**config.mk**
```make
export PLATFORM = sky130hd
export DESIGN_NAME = game_turn_ctrl
export DESIGN_NICKNAME = d
export VERILOG_FILES = /design/src/rtl/game2048_pkg.sv /design/src/rtl/board_status.sv /design/src/rtl/game_turn_ctrl.sv
export SDC_FILE = /design/constraint.sdc
export NUM_CORES = 1
export LEC_CHECK = 0
export CORE_ASPECT_RATIO = 1.75
export CORE_MARGIN = 10
export CORE_UTILIZATION = 30
export DETAILED_ROUTE_END_ITERATION = 10
export GPL_ROUTABILITY_DRIVEN = 1
export PLACE_DENSITY = 0.58
export SYNTH_ARGS = -nofsm -noshare
export SYNTH_HDL_FRONTEND = slang
export SYNTH_SLANG_ARGS = --single-unit
```
**constraint.sdc**
```tcl
create_clock -name clk -period 3.28 [get_ports clk]
set_input_delay 0.82 -clock clk [delete_from_list [all_inputs] [get_ports clk]]
set_output_delay 0.82 -clock clk [all_outputs]
set_load 0.01 [all_outputs]
```
**src/rtl/game2048_pkg.sv**
```systemverilog
// Shared types and constants for the 2048 turn controller and its helpers.
package game2048_pkg;

    localparam int          TILE_W    = 12;
    localparam int          SCORE_W   = 20;
    localparam int          WIN_VALUE = 2048;
    localparam logic [15:0] LFSR_SEED = 16'hACE1;

    typedef logic [TILE_W-1:0] tile_t;
    typedef tile_t [3:0][3:0]  board_t;

    localparam logic [3:0] DIR_UP    = 4'b0001;
    localparam logic [3:0] DIR_DOWN  = 4'b0010;
    localparam logic [3:0] DIR_LEFT  = 4'b0100;
    localparam logic [3:0] DIR_RIGHT = 4'b1000;

    typedef enum logic [2:0] {
        INIT,
        IDLE,
        MOVE,
        SPAWN,
        CHECK,
        OVER
    } state_t;

    // True when exactly one of the four direction bits is set.
    function automatic logic is_onehot4(input logic [3:0] v);
        return (v != 4'b0000) && ((v & (v - 4'd1)) == 4'b0000);
    endfunction

endpackage

```
**src/rtl/board_status.sv**
```systemverilog
// Combinational board summary: any empty cell, any winning tile, and any
// horizontally or vertically adjacent pair of equal nonzero tiles.
module board_status #(
    parameter int TILE_W    = game2048_pkg::TILE_W,
    parameter int WIN_VALUE = game2048_pkg::WIN_VALUE
) (
    input  logic [3:0][3:0][TILE_W-1:0] board,
    output logic                        has_empty,
    output logic                        has_win,
    output logic                        has_pair
);

    localparam logic [TILE_W-1:0] WIN_TILE = TILE_W'(WIN_VALUE);

    // Scan every cell and its right and lower neighbours.
    always_comb begin
        has_empty = 1'b0;
        has_win   = 1'b0;
        has_pair  = 1'b0;
        for (int r = 0; r < 4; r++) begin
            for (int c = 0; c < 4; c++) begin
                if (board[r][c] == '0) begin
                    has_empty = 1'b1;
                end
                if (board[r][c] == WIN_TILE) begin
                    has_win = 1'b1;
                end
                // Pairs of zeros are not merges; they only matter when the board is full anyway.
                if (c < 3) begin
                    if ((board[r][c] != '0) && (board[r][c] == board[r][c+1])) begin
                        has_pair = 1'b1;
                    end
                end
                if (r < 3) begin
                    if ((board[r][c] != '0) && (board[r][c] == board[r+1][c])) begin
                        has_pair = 1'b1;
                    end
                end
            end
        end
    end

endmodule

```
**src/rtl/game_turn_ctrl.sv**
```systemverilog
// Turn controller for the 2048 game: owns the board and score registers,
// issues a move direction to the move/merge stage, spawns tiles from an
// LFSR and evaluates win/lose after each turn.
//
//   state | meaning
//   ------+--------------------------------------------------------------
//   INIT  | start of game; launches two spawns, then goes to IDLE
//   IDLE  | waiting for a one-hot button request (btn_ready high)
//   MOVE  | move_dir driven; capture moved board and score increment
//   SPAWN | probe one cell per cycle from an LFSR start index, fill first empty
//   CHECK | evaluate win / lose on the registered board
//   OVER  | game decided; only new_game (or load_en) leaves
module game_turn_ctrl #(
    parameter int          TILE_W    = game2048_pkg::TILE_W,
    parameter int          SCORE_W   = game2048_pkg::SCORE_W,
    parameter int          WIN_VALUE = game2048_pkg::WIN_VALUE,
    parameter logic [15:0] LFSR_SEED = game2048_pkg::LFSR_SEED
) (
    input  logic                        clk,
    input  logic                        rst_n,
    input  logic                        btn_valid,
    input  logic [3:0]                  btn_dir,
    output logic                        btn_ready,
    input  logic                        new_game,
    input  logic                        load_en,
    input  logic [3:0][3:0][TILE_W-1:0] load_board,
    output logic [3:0]                  move_dir,
    output logic [3:0][3:0][TILE_W-1:0] board_q,
    input  logic [3:0][3:0][TILE_W-1:0] board_moved,
    input  logic [SCORE_W-1:0]          score_update,
    output logic [SCORE_W-1:0]          score,
    output logic                        game_won,
    output logic                        game_lost
);

    import game2048_pkg::*;

    state_t                        state_q, state_d;
    logic [3:0][3:0][TILE_W-1:0]   board_d;
    logic [SCORE_W-1:0]            score_q, score_d;
    logic [3:0]                    move_dir_q, move_dir_d;
    logic                          won_q, won_d;
    logic                          lost_q, lost_d;
    logic [15:0]                   lfsr_q;
    logic [1:0]                    spawn_cnt_q, spawn_cnt_d;
    logic                          from_init_q, from_init_d;
    logic [3:0]                    idx_q, idx_d;
    logic [3:0]                    probe_q, probe_d;
    logic [TILE_W-1:0]             val_q, val_d;

    logic                          has_empty;
    logic                          has_win;
    logic                          has_pair;
    logic [SCORE_W:0]              score_sum;
    logic [TILE_W-1:0]             spawn_val;
    logic                          lfsr_fb;
    logic                          spawn_done;

    board_status #(
        .TILE_W    (TILE_W),
        .WIN_VALUE (WIN_VALUE)
    ) u_board_status (
        .board     (board_q),
        .has_empty (has_empty),
        .has_win   (has_win),
        .has_pair  (has_pair)
    );

    assign lfsr_fb   = lfsr_q[15] ^ lfsr_q[13] ^ lfsr_q[12] ^ lfsr_q[10];
    assign spawn_val = (lfsr_q[7:4] == 4'hF) ? TILE_W'(4) : TILE_W'(2);
    assign score_sum = {1'b0, score_q} + {1'b0, score_update};

    assign btn_ready = (state_q == IDLE);
    assign move_dir  = move_dir_q;
    assign score     = score_q;
    assign game_won  = won_q;
    assign game_lost = lost_q;

    // Free-running spawn randomness; keeps advancing across new_game.
    always_ff @(posedge clk or negedge rst_n) begin
        if (!rst_n) begin
            lfsr_q <= LFSR_SEED;
        end else begin
            lfsr_q <= {lfsr_q[14:0], lfsr_fb};
        end
    end

    // State and datapath registers.
    always_ff @(posedge clk or negedge rst_n) begin
        if (!rst_n) begin
            state_q     <= INIT;
            board_q     <= '0;
            score_q     <= '0;
            move_dir_q  <= '0;
            won_q       <= 1'b0;
            lost_q      <= 1'b0;
            spawn_cnt_q <= 2'd0;
            from_init_q <= 1'b0;
            idx_q       <= 4'd0;
            probe_q     <= 4'd0;
            val_q       <= '0;
        end else begin
            state_q     <= state_d;
            board_q     <= board_d;
            score_q     <= score_d;
            move_dir_q  <= move_dir_d;
            won_q       <= won_d;
            lost_q      <= lost_d;
            spawn_cnt_q <= spawn_cnt_d;
            from_init_q <= from_init_d;
            idx_q       <= idx_d;
            probe_q     <= probe_d;
            val_q       <= val_d;
        end
    end

    // Next-state and datapath updates; new_game outranks load_en, which outranks the FSM.
    always_comb begin
        state_d     = state_q;
        board_d     = board_q;
        score_d     = score_q;
        move_dir_d  = move_dir_q;
        won_d       = won_q;
        lost_d      = lost_q;
        spawn_cnt_d = spawn_cnt_q;
        from_init_d = from_init_q;
        idx_d       = idx_q;
        probe_d     = probe_q;
        val_d       = val_q;
        spawn_done  = 1'b0;

        if (new_game) begin
            board_d     = '0;
            score_d     = '0;
            won_d       = 1'b0;
            lost_d      = 1'b0;
            spawn_cnt_d = 2'd0;
            from_init_d = 1'b0;
            move_dir_d  = '0;
            state_d     = INIT;
        end else if (load_en) begin
            board_d    = load_board;
            won_d      = 1'b0;
            lost_d     = 1'b0;
            move_dir_d = '0;
            state_d    = CHECK;
        end else begin
            unique case (state_q)
                INIT: begin
                    if (spawn_cnt_q == 2'd2) begin
                        state_d = IDLE;
                    end else begin
                        from_init_d = 1'b1;
                        idx_d       = lfsr_q[3:0];
                        val_d       = spawn_val;
                        probe_d     = 4'd0;
                        state_d     = SPAWN;
                    end
                end
                IDLE: begin
                    if (btn_valid && is_onehot4(btn_dir)) begin
                        move_dir_d = btn_dir;
                        state_d    = MOVE;
                    end
                end
                MOVE: begin
                    move_dir_d = '0;
                    if (board_moved == board_q) begin
                        state_d = IDLE;
                    end else begin
                        board_d     = board_moved;
                        score_d     = score_sum[SCORE_W] ? '1 : score_sum[SCORE_W-1:0];
                        from_init_d = 1'b0;
                        idx_d       = lfsr_q[3:0];
                        val_d       = spawn_val;
                        probe_d     = 4'd0;
                        state_d     = SPAWN;
                    end
                end
                SPAWN: begin
                    if (board_q[idx_q[3:2]][idx_q[1:0]] == '0) begin
                        board_d[idx_q[3:2]][idx_q[1:0]] = val_q;
                        spawn_done = 1'b1;
                    end else begin
                        idx_d   = idx_q + 4'd1;
                        probe_d = probe_q + 4'd1;
                        // Full board: give up after the 16th probe, board unchanged.
                        if (probe_q == 4'd15) begin
                            spawn_done = 1'b1;
                        end
                    end
                    if (spawn_done) begin
                        if (from_init_q) begin
                            spawn_cnt_d = spawn_cnt_q + 2'd1;
                            state_d     = INIT;
                        end else begin
                            state_d = CHECK;
                        end
                    end
                end
                CHECK: begin
                    if (has_win) begin
                        won_d   = 1'b1;
                        state_d = OVER;
                    end else if (!has_empty && !has_pair) begin
                        lost_d  = 1'b1;
                        state_d = OVER;
                    end else begin
                        state_d = IDLE;
                    end
                end
                OVER: begin
                    state_d = OVER;
                end
                default: begin
                    state_d = INIT;
                end
            endcase
        end
    end

endmodule

```
### Word level (Yosys, flattened, before mapping)

Cells that the tools add are included.

| cells by class | value |
|---|---|
| $add $sub $neg | 5 |
| $lt $le $gt $ge | 4 |
| equal/unequal tests | 61 |
| mux-type cells | 125 |
| bitwise gates (word level) | 6 |
| reduce and logical (&&, ||, !) cells | 88 |

Operators with widths:

| kind | count |
|---|---|
| 192-bit 2-to-1 mux | 4 |
| 192-bit one-hot mux with 2 select lines | 1 |
| 12-bit equality test | 24 |
| 12-bit zero test | 17 |
| 192-bit bitwise mux | 1 |
| 12-bit equality test (second input constant) | 16 |
| 192-bit equality test | 1 |
| 12-bit nonzero test | 15 |
| 20-bit 2-to-1 mux | 5 |
| 48-bit binary-select mux with 2-bit select | 1 |
| 48-bit demux with 2-bit select | 1 |
| 48-bit 2-to-1 mux | 2 |
| 1-bit 2-to-1 mux | 74 |
| 12-bit 2-to-1 mux | 4 |
| 4-bit 2-to-1 mux | 9 |
| 1-bit logical AND | 29 |
| 12-bit binary-select mux with 2-bit select | 1 |
| 12-bit demux with 2-bit select | 1 |
| 3-bit 2-to-1 mux | 8 |
| 12-bit one-hot mux with 2 select lines | 1 |
| 4-bit one-hot mux with 3 select lines | 2 |
| 20-bit by 20-bit adder with 21-bit output | 1 |
| 3-bit one-hot mux with 6 select lines | 1 |
| 3-bit nonzero test | 5 |
| other kinds (30) | 65 |

| storage, ports and cells | value |
|---|---|
| register bits after elaboration | 260 |
| bits of input ports | 413 |
| output and inout port bits | 219 |
| logic and storage cells | 316 |

### Logic depth before layout (Yosys ltp)

| logic depth | value |
|---|---|
| depth in word-level cells | 33 |
| gate-level depth with buffers | 13 |
| mapped depth without buffers | 12 |

### By module

Synthesis repeated with hierarchy kept, for this count alone.

| second synthesis, totals | value |
|---|---|
| cell total of the unflattened synthesis | 2,048 |
| area total of the unflattened synthesis | 19,901.6 um2 |

By module, submodules not included:

| module | instances | cells each | area each (um2) | seq. area each (um2) |
|---|---|---|---|---|
| game_turn_ctrl | 1 | 1,504 | 15,881.5 | 6,266.0 |
| board_status | 1 | 544 | 4,020.1 | 0.0 |

### Least setup slack after synthesis

Ideal clock, no wire load.

| timing | value |
|---|---|
| path type | register to register |
| start | register board_q[161] in the netlist's numbering |
| end | register board_q[157] in the netlist's numbering |
| setup time | 0.125 ns |
| arrival | 3.232 ns |
| required time | 3.155 ns |
| path slack | -0.078 ns |
| cell stages (with the launch flop) | 12 |
| path buffers | 3 |
| period minus slack after synthesis | 3.358 ns |
| cells stage by stage | dfrtp_1 > buf_4 > or4_1 > or4_1 > mux4_2 > o211ai_2 > o21a_2 > and2_4 > buf_6 > a41o_2 > buf_12 > mux2_4 |

| between the ends | value |
|---|---|
| longest elaborated chain between the ends | 7 |
| elaborated cells between the ends (all ways) | 9 |
| classes of those cells | eq/ne (3); mux (4); reduce/logical (2) |

RTL lines:

| item | line | text |
|---|---|---|
| from (decl) | game_turn_ctrl.sv:28 | `output logic [3:0][3:0][TILE_W-1:0] board_q,` |
| from (signal assigned) | game_turn_ctrl.sv:104 | `board_q <= board_d;` |
| 48-bit binary-select mux with 2-bit select | game_turn_ctrl.sv:181 | `if (board_q[idx_q[3:2]][idx_q[1:0]] == '0) begin` |
| 48-bit 2-to-1 mux (not written as such) | game_turn_ctrl.sv:181 |  |
| 12-bit binary-select mux with 2-bit select | game_turn_ctrl.sv:181 |  |
| 12-bit 2-to-1 mux (not written as such) | game_turn_ctrl.sv:181 |  |
| 12-bit zero test | game_turn_ctrl.sv:181 |  |
| 4-bit inequality test (no source line) | n/a |  |
| 3-bit AND reduction (no source line) * | n/a |  |

Every way passes the cells marked *; elsewhere a longest branch is shown, timed or not. The select of a mux whose other input is x is not followed.
A chain may end at the register's enable or synchronous reset.

### Final worst setup path

| timing | value |
|---|---|
| start | register board_q[161] in the netlist's numbering |
| end | register board_q[144] in the netlist's numbering |

The elaborated chain is that of the path after synthesis.

==> results.toml <==
[synth]
synth_largest_area_cell = "dfrtp_1"
synthTopCellsByArea = "dfrtp_1 30%, xnor2_1 12%, xor2_1 9.4%"
yosysMostFrequentCell = "xnor2_1"
ys_warn_count = 0
synth_edf_count = 0
synth_common_cells = "277 x xnor2_1, 242 x dfrtp_1, 215 x xor2_1, 206 x clkbuf_1, 164 x a22o_1"
synthArstFlopShare_pct = 100
ys_ff_latch = 250
avgSynthCellArea_um2 = 9.46
synth_top_area_share_pct = 30.3
netlist_area_um2 = 20000
ys.flop_type = "dfrtp_1"
syn-num-nets = 2550
synth.distinct_cells = 68
synth_cells = 2110
ys_seq_area_share_pct = 31.4

[sta]
timing.final.crit_share_pct = 108
worstMarginPinSlew_ns = 1.05
finalSetupViolCount = 194
hold_violations = 0
clock.fmax_ghz = 0.283
drv_slew = 0
fin_ws_ns = -0.248
relSlewSlack_pct = 29.8
fin_skew_ns = 0.0180
rsz0062_at_grt = "yes"
post-route-min-period_ns = 3.53

[drt]
dr.pass1.iters = 8
route.detailed.drc = 0
via_per_inst = 5.69
drt_iter0_markers = 1870
routed_wl_um = 138000
postRouteAntennaNets = 0
vias = 22400
wl_per_cell_um = 34.9

[placement]
io_buffer_count = 631
hpwl_um = 110000
dp.cells = 3857
gp_congestion = 1.06

[global_routing]
gr-total-overflow = 0
grt_pass1_wl_um = 189000
grt_max_degree = 85
gr-usage-all-layers_pct = 33.9
antenna_found_initial = 19
first_global_vias = 23900

[power]
ir_drop_mv = 0.416
p_leak_nw = 14.4
power_density_nw_per_um2 = 405
total_power_w = 0.0133

[critical_path]
path_common_cell = "or4_4"
arrival_ns = 4.02
crit_type = "register to register"
startpoint_type = "register"
critical_path.top_delay_family = "simple AND/OR/NAND/NOR gates"
slowest_stage = "or4_4"
worst-path-buf-inv = 1
max_stage_delay_ns = 0.56
crit_chain = "or4_4 -> or4_4 -> mux4_2 -> o211ai_2 -> o21a_2 -> and2_4 -> buf_12 -> a41o_4 -> mux2_2"
worstPathRequired_ns = 3.77
crit_path_end_kind = "register"
crit_fanout = 9

[layout]
drive_gt1_share_pct = 27.8
areaGrowthSynthToFinish_pct = 64.2
seq_area_um2 = 6270
n_fill_cell = 6291
nets = 3462
multiInputGateArea_um2 = 13900
instances_no_fill = 3941

[floorplan]
num_rows = 125
fp.dieH_um = 361
core-area_um2 = 66200
die-area_um2 = 77600
start_util_pct = 30.2
die_w_um = 215
ios = 632

[clocking]
clk_latency_ns = 0.60
clk_pin_slew_ns = 0.07
cts_sinks = 250
clk_path_buf_depth = 3
cts_buffers = 29
root_buffer = "clkbuf_16"
tritoncts = "built"
htreeDepth = 1
postCtsHoldBufs = 0

[run_status]
status = "finished with violations"
violations = "setup timing"

[job]
drv_cap = 0

[hold_path]
worstHoldPathType = "input pin to asynchronous set/reset pin"
[cells by family (layout without fill, tap and decap cells)]
| kind of cell | count (synthesis) | after routing | synth area share, % |
|---|---|---|---|
| DFF | 250 | 250 | 31.4 |
| muxes | 198 | 198 | 11.9 |
| other | 0 | 9 | 0 |
| buffers and inverters | 298 | 1215 | 6.55 |
| xor gates and xnor gates | 492 | 492 | 21.6 |
| adders and majority gates | 27 | 27 | 1.73 |
| and+or+nand+nor | 464 | 464 | 12.4 |
| AOI/OAI and AO/OA | 381 | 397 | 14.4 |
[through the flow]
stage	hold slack (ns)	instance area, µm²	TNS (ns)	utilization (%)	setup slack [ns]
CTS	0.301	32300	-32.98	48.8	-0.224
floorplan	0.331	20000	-8.86	-	-0.0764
detailed placement	0.337	30100	-243.61	45.6	-1.18
finish	0.228	32800	-36.66	49.5	-0.248
global placement	0.333	30100	-219.96	45.6	-1.08
global route	0.281	32700	-38.98	49.5	-0.260
[worst reg2reg max path: stages (launching register included)]
cell and delay, ns:
dfrtp_1 0.38, or4_4 0.56, or4_4 0.50, mux4_2 0.52, o211ai_2 0.14, o21a_2 0.18, and2_4 0.27, buf_12 0.19
a41o_4 0.32, mux2_2 0.36
[routing by layer]
| metal | up-vias | part of all wire (%) | GRT usage, % | routed length [µm] |
|---|---|---|---|---|
| met2 | 1379 | 47 | 57.0 | 64900 |
| met1 | 11200 | 35 | 36.6 | 48800 |
| met3 | 402 | 8.6 | 8.72 | 11800 |
| li1 | 9399 | - | - | - |
| met5 | - | 0.067 | 0 | 92 |
| met4 | 14 | 8.7 | 24.3 | 12000 |
[path summary, 6_finish.rpt]
kind | slack, ns | depth (start not counted) | from | end
worst max-delay path | -0.25 | 9 | board_q[161]$_DFFE_PN0P_ | board_q[144]$_DFFE_PN0P_
worst min-delay path | 0.23 | 1 | rst_n | board_q[32]$_DFFE_PN0P_
worst max register to register | -0.25 | 9 | board_q[161]$_DFFE_PN0P_ | board_q[144]$_DFFE_PN0P_
worst min register to register | 0.34 | 0 | lfsr_q[8]$_DFF_PN0_ | lfsr_q[9]$_DFF_PN0_
max in group asynchronous | 2.09 | 2 | rst_n | lfsr_q[7]$_DFF_PN1_
min in group clk | 0.34 | 0 | lfsr_q[8]$_DFF_PN0_ | lfsr_q[9]$_DFF_PN0_
[power by group]
group	switching, W	internal (W)
clock	0.00152	0.00198
combinational	0.00318	0.00293
sequential	0.000302	0.00334
[flip-flops by register name (all words and copies together), names as in the netlist]
register	count
spawn_cnt_q	2
state_q	3
lfsr_q	16
from_init_q	1
idx_q	4
score	20
probe_q	4
game_lost	1
game_won	1
move_dir	4
board_q	192
val_q	2
[final cells by class]
type,count,area share (%)
Inverter,42,0.493
Clock inverter,6,0.279
Sequential cell,250,19.1
Tap cell,889,3.40
Multi-Input combinational cell,1578,42.5
Antenna cell,9,0.0687
Clock buffer,46,2.68
Timing Repair Buffer,1121,31.5
[what timing repair did]
action / 4_1_cts / 5_1_grt
buffers inserted: 3 / 3
resized for setup: 202 / 86
pin swaps: 34 / 31
cloned: 17 / 0
endpoints found under the setup margin: 223 / 223
[layout by cell type, fill, tap and decap left out, types with 6 or more instances in the layout]
cell type and instances:
a21oi_1 55, or4_1 10, clkbuf_16 29, nand4_1 90, diode_2 9, nor4_2 13
buf_12 19, xor2_1 206, a31o_4 24, ha_1 25, buf_4 464, xnor2_2 8
a221oi_2 14, nand2_1 78, dlymetal6s2s_1 16, clkbuf_8 9, nand2b_1 8, mux2_1 9
nor3_1 69, inv_1 39, a41o_4 8, mux2_4 178, clkdlybuf4s50_1 609, dfrtp_1 242
a21o_1 8, nor4_1 75, xnor2_1 267, buf_6 6, nor2_1 60, a22o_1 164
o21ai_0 53, a221oi_1 7, a22oi_1 12, or4_4 8, nand3_1 23, clkbuf_1 8
dfstp_2 8
(Power assumes the default switching activity.)
